<file path="src/rtl/key_entry_conditioner.sv">
// key_entry_conditioner
// Conditions the raw active-low pushbuttons into clean levels and single-cycle
// press/release events, then uses those events to capture an amount/key pair
// from the slide switches and offer it downstream with a valid/ready handshake.
module key_entry_conditioner #(
  parameter int NUM_KEYS        = 4,
  parameter int DEBOUNCE_CYCLES = 500000,
  parameter int CNT_WIDTH       = 19,
  parameter int SW_WIDTH        = 8,
  parameter int LOAD_IDX        = 1,
  parameter int CANCEL_IDX      = 3
) (
  input  logic                clock,
  input  logic                reset,
  input  logic [NUM_KEYS-1:0] key_n,
  input  logic [SW_WIDTH-1:0] sw,
  output logic [NUM_KEYS-1:0] key_pressed,
  output logic [NUM_KEYS-1:0] key_press_pulse,
  output logic [NUM_KEYS-1:0] key_release_pulse,
  output logic [SW_WIDTH-1:0] entry_amount,
  output logic [SW_WIDTH-1:0] entry_key,
  output logic                entry_valid,
  input  logic                entry_ready,
  output logic [1:0]          entry_stage
);

  typedef enum logic [1:0] {
    AWAIT_AMOUNT = 2'd0,
    AWAIT_KEY    = 2'd1,
    FULL         = 2'd2
  } stage_e;

  localparam logic [CNT_WIDTH-1:0] CNT_MAX = CNT_WIDTH'(DEBOUNCE_CYCLES - 1);

  logic [NUM_KEYS-1:0]  sync1_q, sync1_d;
  logic [NUM_KEYS-1:0]  sync2_q, sync2_d;
  logic [NUM_KEYS-1:0]  key_level;
  logic [CNT_WIDTH-1:0] cnt_q [NUM_KEYS];
  logic [CNT_WIDTH-1:0] cnt_d [NUM_KEYS];
  logic [NUM_KEYS-1:0]  pressed_q, pressed_d;
  logic [NUM_KEYS-1:0]  press_pulse_q, press_pulse_d;
  logic [NUM_KEYS-1:0]  release_pulse_q, release_pulse_d;

  stage_e               state_q, state_d;
  logic [SW_WIDTH-1:0]  amount_q, amount_d;
  logic [SW_WIDTH-1:0]  key_q, key_d;
  logic                 valid_q, valid_d;
  logic                 load_evt;
  logic                 cancel_evt;

  // Two-stage synchroniser, debounce counters and edge pulses for every key.
  always_comb begin
    sync1_d   = key_n;
    sync2_d   = sync1_q;
    key_level = ~sync2_q;
    pressed_d = pressed_q;
    for (int i = 0; i < NUM_KEYS; i++) begin
      cnt_d[i] = '0;
      if (key_level[i] != pressed_q[i]) begin
        if (cnt_q[i] == CNT_MAX) begin
          pressed_d[i] = ~pressed_q[i];
        end else begin
          cnt_d[i] = cnt_q[i] + 1'b1;
        end
      end
    end
    press_pulse_d   = pressed_d & ~pressed_q;
    release_pulse_d = ~pressed_d & pressed_q;
  end

  // Registers for the key conditioning path; released keys are the idle state.
  always_ff @(posedge clock) begin
    if (reset) begin
      sync1_q         <= '1;
      sync2_q         <= '1;
      pressed_q       <= '0;
      press_pulse_q   <= '0;
      release_pulse_q <= '0;
      for (int i = 0; i < NUM_KEYS; i++) begin
        cnt_q[i] <= '0;
      end
    end else begin
      sync1_q         <= sync1_d;
      sync2_q         <= sync2_d;
      pressed_q       <= pressed_d;
      press_pulse_q   <= press_pulse_d;
      release_pulse_q <= release_pulse_d;
      for (int i = 0; i < NUM_KEYS; i++) begin
        cnt_q[i] <= cnt_d[i];
      end
    end
  end

  // Entry sequencer: LOAD captures amount then key, CANCEL always restarts.
  always_comb begin
    state_d    = state_q;
    amount_d   = amount_q;
    key_d      = key_q;
    valid_d    = valid_q;
    load_evt   = press_pulse_q[LOAD_IDX];
    cancel_evt = press_pulse_q[CANCEL_IDX];
    case (state_q)
      AWAIT_AMOUNT: begin
        if (load_evt) begin
          amount_d = sw;
          state_d  = AWAIT_KEY;
        end
      end
      AWAIT_KEY: begin
        if (load_evt) begin
          key_d   = sw;
          state_d = FULL;
          valid_d = 1'b1;
        end
      end
      FULL: begin
        if (valid_q && entry_ready) begin
          valid_d = 1'b0;
          state_d = AWAIT_AMOUNT;
        end
      end
      default: begin
        state_d = AWAIT_AMOUNT;
        valid_d = 1'b0;
      end
    endcase
    if (cancel_evt) begin
      state_d  = AWAIT_AMOUNT;
      valid_d  = 1'b0;
      amount_d = amount_q;
      key_d    = key_q;
    end
  end

  // Sequencer state and captured pair.
  always_ff @(posedge clock) begin
    if (reset) begin
      state_q  <= AWAIT_AMOUNT;
      amount_q <= '0;
      key_q    <= '0;
      valid_q  <= 1'b0;
    end else begin
      state_q  <= state_d;
      amount_q <= amount_d;
      key_q    <= key_d;
      valid_q  <= valid_d;
    end
  end

  assign key_pressed       = pressed_q;
  assign key_press_pulse   = press_pulse_q;
  assign key_release_pulse = release_pulse_q;
  assign entry_amount      = amount_q;
  assign entry_key         = key_q;
  assign entry_valid       = valid_q;
  assign entry_stage       = state_q;

endmodule

</file>
<file path="config.mk">
export PLATFORM = sky130hd
export DESIGN_NAME = key_entry_conditioner
export DESIGN_NICKNAME = d
export VERILOG_FILES = /design/src/rtl/key_entry_conditioner.sv
export SDC_FILE = /design/constraint.sdc
export NUM_CORES = 1
export LEC_CHECK = 0
export ABC_AREA = 0
export CAP_MARGIN = 20
export CORE_AREA = 3 3 101 103
export CTS_CLUSTER_SIZE = 24
export DETAILED_ROUTE_END_ITERATION = 8
export DIE_AREA = 0 0 104 106
export GPL_TIMING_DRIVEN = 0
export HOLD_SLACK_MARGIN = 0.05
export PLACE_DENSITY = 0.75
export SLEW_MARGIN = 15
export SYNTH_ARGS = -nofsm -noshare
export SYNTH_HDL_FRONTEND = slang
export SYNTH_SLANG_ARGS = --single-unit
</file>
<file path="constraint.sdc">
create_clock -name clock -period 1.97 [get_ports clock]
set_input_delay 0.197 -clock clock [delete_from_list [all_inputs] [get_ports clock]]
set_output_delay 0.197 -clock clock [all_outputs]
set_load 0.02 [all_outputs]
</file>
# Word level (Yosys, flattened, before mapping)
# Memories as Yosys holds them, arrays and structs flattened.
# Cells that the tools add are included.
[word_totals]
ff_bits = 39
mem_bits_rw = 76
out_inout_bits = 31
elab_cells = 79
memories = 1
[mem_list]
columns = ["name", "depth", "width", "read_ports", "rd_clocked_by_memory_dff", "wr", "line", "text"]
rows = [
  ["cnt_q", 4, 19, 4, 0, 4, "38", "logic [CNT_WIDTH-1:0] cnt_q [NUM_KEYS];"],
]
[op_classes]
addsub = 4
eq_ne = 13
mux = 30
n_bitwise = 15
reduce_logical = 7
[ops]
columns = ["op", "n"]
rows = [
  ["two-way mux 19 bit", 12],
  ["adder 19 x 1 -> 19 bit, second input constant", 4],
  ["== test 19 bit, second input constant", 4],
  ["two-way mux 1 bit", 13],
  ["NOT 4 bit", 3],
  ["AND reduction 3 bit", 4],
  ["bitwise AND 4 bit", 2],
  ["two-way mux 2 bit", 3],
  ["!= test 2 bit, second input constant", 3],
  ["NOT 1 bit", 6],
  ["one-hot mux 2 bit (3 select lines)", 1],
  ["!= test 1 bit", 4],
  ["bitwise OR 1 bit", 4],
  ["one-hot mux 1 bit (3 select lines)", 1],
  ["== test 2 x 1 -> 1 bit, second input constant", 1],
  ["== test 2 bit, second input constant", 1],
  ["logical NOT 2 bit", 1],
  ["OR reduction 2 bit", 1],
  ["logical AND 1 bit", 1],
]

# Depth between registers and ports, before layout
[depth]
word_depth = 5
depth_mapped = 7
depth_no_buf = 5

# Worst setup path after synthesis
# No wires, ideal clock.
[synth_path]
kind = "register to register"
startpoint = "mem cnt_q[3][9]"
endpoint = "mem cnt_q[3][14]"
setup_ns = 0.115
arrival_ns = 1.833
setup_slack_ns = 0.022
stages_incl_launch_ff = 6
cell_sequence = "dfxtp_1 -> or4b_2 -> or4_4 -> o21ai_4 -> buf_6 -> nor2_1"
[synth_rtl]
columns = ["item", "line"]
rows = [
  ["start, declared", "38"],
]

==> results.cfg <==
[job]
cap_violations = 0

[synthesis]
netlist.area_leader.share = 0.4827
synth-edff-count = 0
postSynthCellCount = 529
ys_seq_area_frac = 0.4827
synth_compound_area_frac = 0.08447
synth_top_family_by_area = simple AND/OR/NAND/NOR gates
yosys-top-cells-count = 115 x dfxtp_1, 64 x nor2_1, 42 x nand2_1
share_of_the_synthesized_netlist_area_taken_by_xor_and_xnor_gates = 0.08814
synth.net_count = 548
synth_area_leaders = dfxtp_1 48%, xor2_1 6.2%, nor2_1 5.0%
synth.largest_area_cell = dfxtp_1
asyncSetResetFlopFracSynth = 0
postSynthAreaPerCell_sq_um = 9.016
ys_ff_latch = 115
yosysWarningCount = 0
ys.flop_type = dfxtp_1
post_synth_and_or_nand_nor_area_fraction = 0.2983
synthMuxAreaShare = 0.01679
syn_area_sq_mm = 0.004770
yosys.cell_types.count = 43
post-synth-top-count-cell = dfxtp_1
adder_cell_area_share_of_the_yosys_netlist = 0.01049

[cts]
cts_hold_buffers = 0
clkSlewWorstSetupHoldPaths_ns = 0.05
tritoncts = yes
htreeDepth = 4
clock_insertion_delay_worst_skew_ns = 0.50
cts_buffers = 17
numClockSinks = 115
clock_tree.buffer_depth = 2
root_buffer = clkbuf_8

[timing]
slew-limit-headroom = 0.4256
setup_ws_ns = -0.06925
finalHoldViolCount = 0
layout_worst_path_cycle_share = 1.035
rsz0062_at_grt = true
layout_min_cycle_time_ns = 2.039
setup_viol = 20
final_skew_ns = 0.008039
fmaxAchievable_ghz = 0.4904
final-max-slew-violation-count = 0
worst-slew-pin-transition_ns = 0.8584

[die]
design.die.area_sq_mm = 0.01102
die_x_microns = 104
count_of_standard_cell_rows = 35
initial_utilization = 0.5137
number_of_placed_i_o_pins = 46
core-area_sq_mm = 0.009284
chipHeight_microns = 106

[critical_path]
worstPathMaxFanout = 5
cp-end-kind = flop
cell_depth_of_the_worst_setup_path = 5
critical_path_class = reg2reg
worstReg2RegStart = cnt_q[3][6]
setup.worst_path.start_class = flop
worst_path_max_delay_cell = or4_4
critical_path.startpoint = cnt_q[3][6]
cp_cell_sequence = or4b_4, or4_4, o21ai_4, buf_4, nor2_1
worst-r2r-cell-count = 5
cp.arrival_ns = 2.43
critical_path.endpoint = cnt_q[3][2]
critical_path_required_ns = 2.36
critPathBufInv = 1
crit_family = simple AND/OR/NAND/NOR gates
timing.critical_path.slowest_cell_delay_ns = 0.59
r2r_end = cnt_q[3][2]
r2r_setup_slack_ns = -0.07

[route]
drt_iter0_markers = 162
number_of_nets_with_antenna_violations_after_routing = 0
num_vias = 4094
drt-pass1-iter-count = 4
drt-vias-per-instance = 5.488
wl_per_cell_microns = 14.34
remaining_drc_errors = 0
route.final.wire_length_microns = 10700

[grt]
grt_max_degree = 17
wire_length_of_the_first_global_routing_pass_microns = 17750
global_route_usage_over_all_layers = 0.1955
antenna_found_initial = 0
globalRoute.totalOverflow = 0
grt_pass1_vias = 3886

[pwr]
ir_worst_vdd_v = 0.0005172
cellLeakagePower_uw = 0.001993
post-layout-total-power_uw = 5287
cellPowerDensity_mw_per_mm2 = 846.8

[placed_design]
place_congestion = 0.8199
placed_cells_incl_taps = 702
port-buffer-count = 44
place.detailed.hpwl_microns = 7099

[cells_and_area]
num_antenna_cells = 0
finalNonFillerCells = 746
num-nets-final = 625
layout_cell_share_with_drive_strength_beyond_1 = 0.1848
area_grow_syn2layout_pct = 30.90

[status]
run_status = finished with violations
violations = negative setup slack

[min_path]
min-delay-start = reset
min-delay-path-class = in2reg
==> state kept, by name (all words and copies together) (netlist names) <==
signal             flops
cnt_q                 76
entry_amount           8
entry_key              8
key_press_pulse        4
key_pressed            4
key_release_pulse      4
sync1_q                4
sync2_q                4
entry_stage            2
entry_valid            1
==> through the flow <==
step	setup slack [ns]	util	cell area (sq um)	setup TNS, ns	hold WS [ns]
after global placement	-0.2486	0.5786	5371	-6.509	0.3967
after detailed placement	-0.2840	0.5786	5371	-7.707	0.3975
after CTS	-0.06108	0.6580	6108	-0.7588	0.2322
final	-0.06925	0.6725	6243	-0.9724	0.2292
after global routing	-0.09775	0.6725	6243	-1.835	0.2640
after floorplan	0.02246	-	4770	0	0.3008
==> power by group <==
group / internal, uW / leakage [uW] / switching, uW
Sequential: 2340 / 0.000934 / 6.10
Clock: 1840 / 0.000276 / 1010
Combinational: 46.5 / 0.000783 / 46.0
==> cells in the final DEF, fill, tap and decap left out, drive strengths merged, types with 2 or more instances in the layout <==
| cell type | n |
|---|---|
| a211oi | 2 |
| a21o | 2 |
| a21oi | 35 |
| and2 | 6 |
| and3 | 9 |
| and4 | 9 |
| buf | 18 |
| bufinv | 2 |
| clkbuf | 29 |
| clkdlybuf4s50 | 44 |
| clkinv | 7 |
| dfxtp | 115 |
| ha | 4 |
| inv | 8 |
| mux2i | 8 |
| nand2 | 42 |
| nand2b | 2 |
| nand3 | 27 |
| nand3b | 3 |
| nand4 | 27 |
| nand4b | 2 |
| nor2 | 64 |
| nor3 | 12 |
| nor4 | 6 |
| nor4b | 2 |
| o21ai | 22 |
| o21bai | 2 |
| o31ai | 5 |
| or2 | 14 |
| or3 | 22 |
| or4 | 12 |
| or4b | 2 |
| xnor2 | 14 |
| xor2 | 34 |
==> tightest hold or removal path: stages <==
cell and delay [ns]:
clkbuf_1 0.18, a21o_1 0.23, nor2_1 0.09
==> per-layer routing <==
metal  track usage  wire, microns  share of wire
met5             0              0              0
met4       0.08167            199          0.019
met3       0.05586            477          0.045
met2        0.3301           5197           0.49
met1        0.2343           4822           0.45
==> what timing repair did <==
item | in CTS | in global routing
cloned | 1 | 1
hold endpoints to repair | 0 | 0
resized for setup | 30 | 32
endpoints found under the setup margin | 56 | 67
buffers inserted | 9 | 4
pin swaps | 17 | 8
==> area by class of cell <==
cell class / instances / area (sq um)
plain buffers: 12 / 70.07
clock buffers: 20 / 445.4
clock inverters: 10 / 110.1
fillers: 724 / 3040
inverters: 8 / 30.03
multi-input cells: 393 / 2540
flip-flops and latches: 115 / 2318
well taps: 129 / 161.4
repair buffers: 59 / 568.0
==> worst min path at each step <==
stage,end,slack [ns],cells past startpoint
2_1_floorplan,sync1_q[0],0.30,1
3_3_place_gp,sync2_q[1],0.40,1
3_5_place_dp,sync2_q[1],0.40,1
4_1_cts,cnt_q[0][2],0.23,3
5_1_grt,cnt_q[0][2],0.26,3
6_report,cnt_q[1][2],0.23,3
==> kinds of logic (layout without fill, tap and decap cells) <==
logic type               count (synthesis)  in the layout
XOR/XNOR                                48             48
AO/OA/AOI/OAI                           69             69
adder cells (fa/ha/maj)                  4              4
multiplexers                             8              8
buffers and inverters                   21            109
flip-flops                             115            115
AND/OR/NAND/NOR                        264            264
Power figures use the tool's default switching activity.
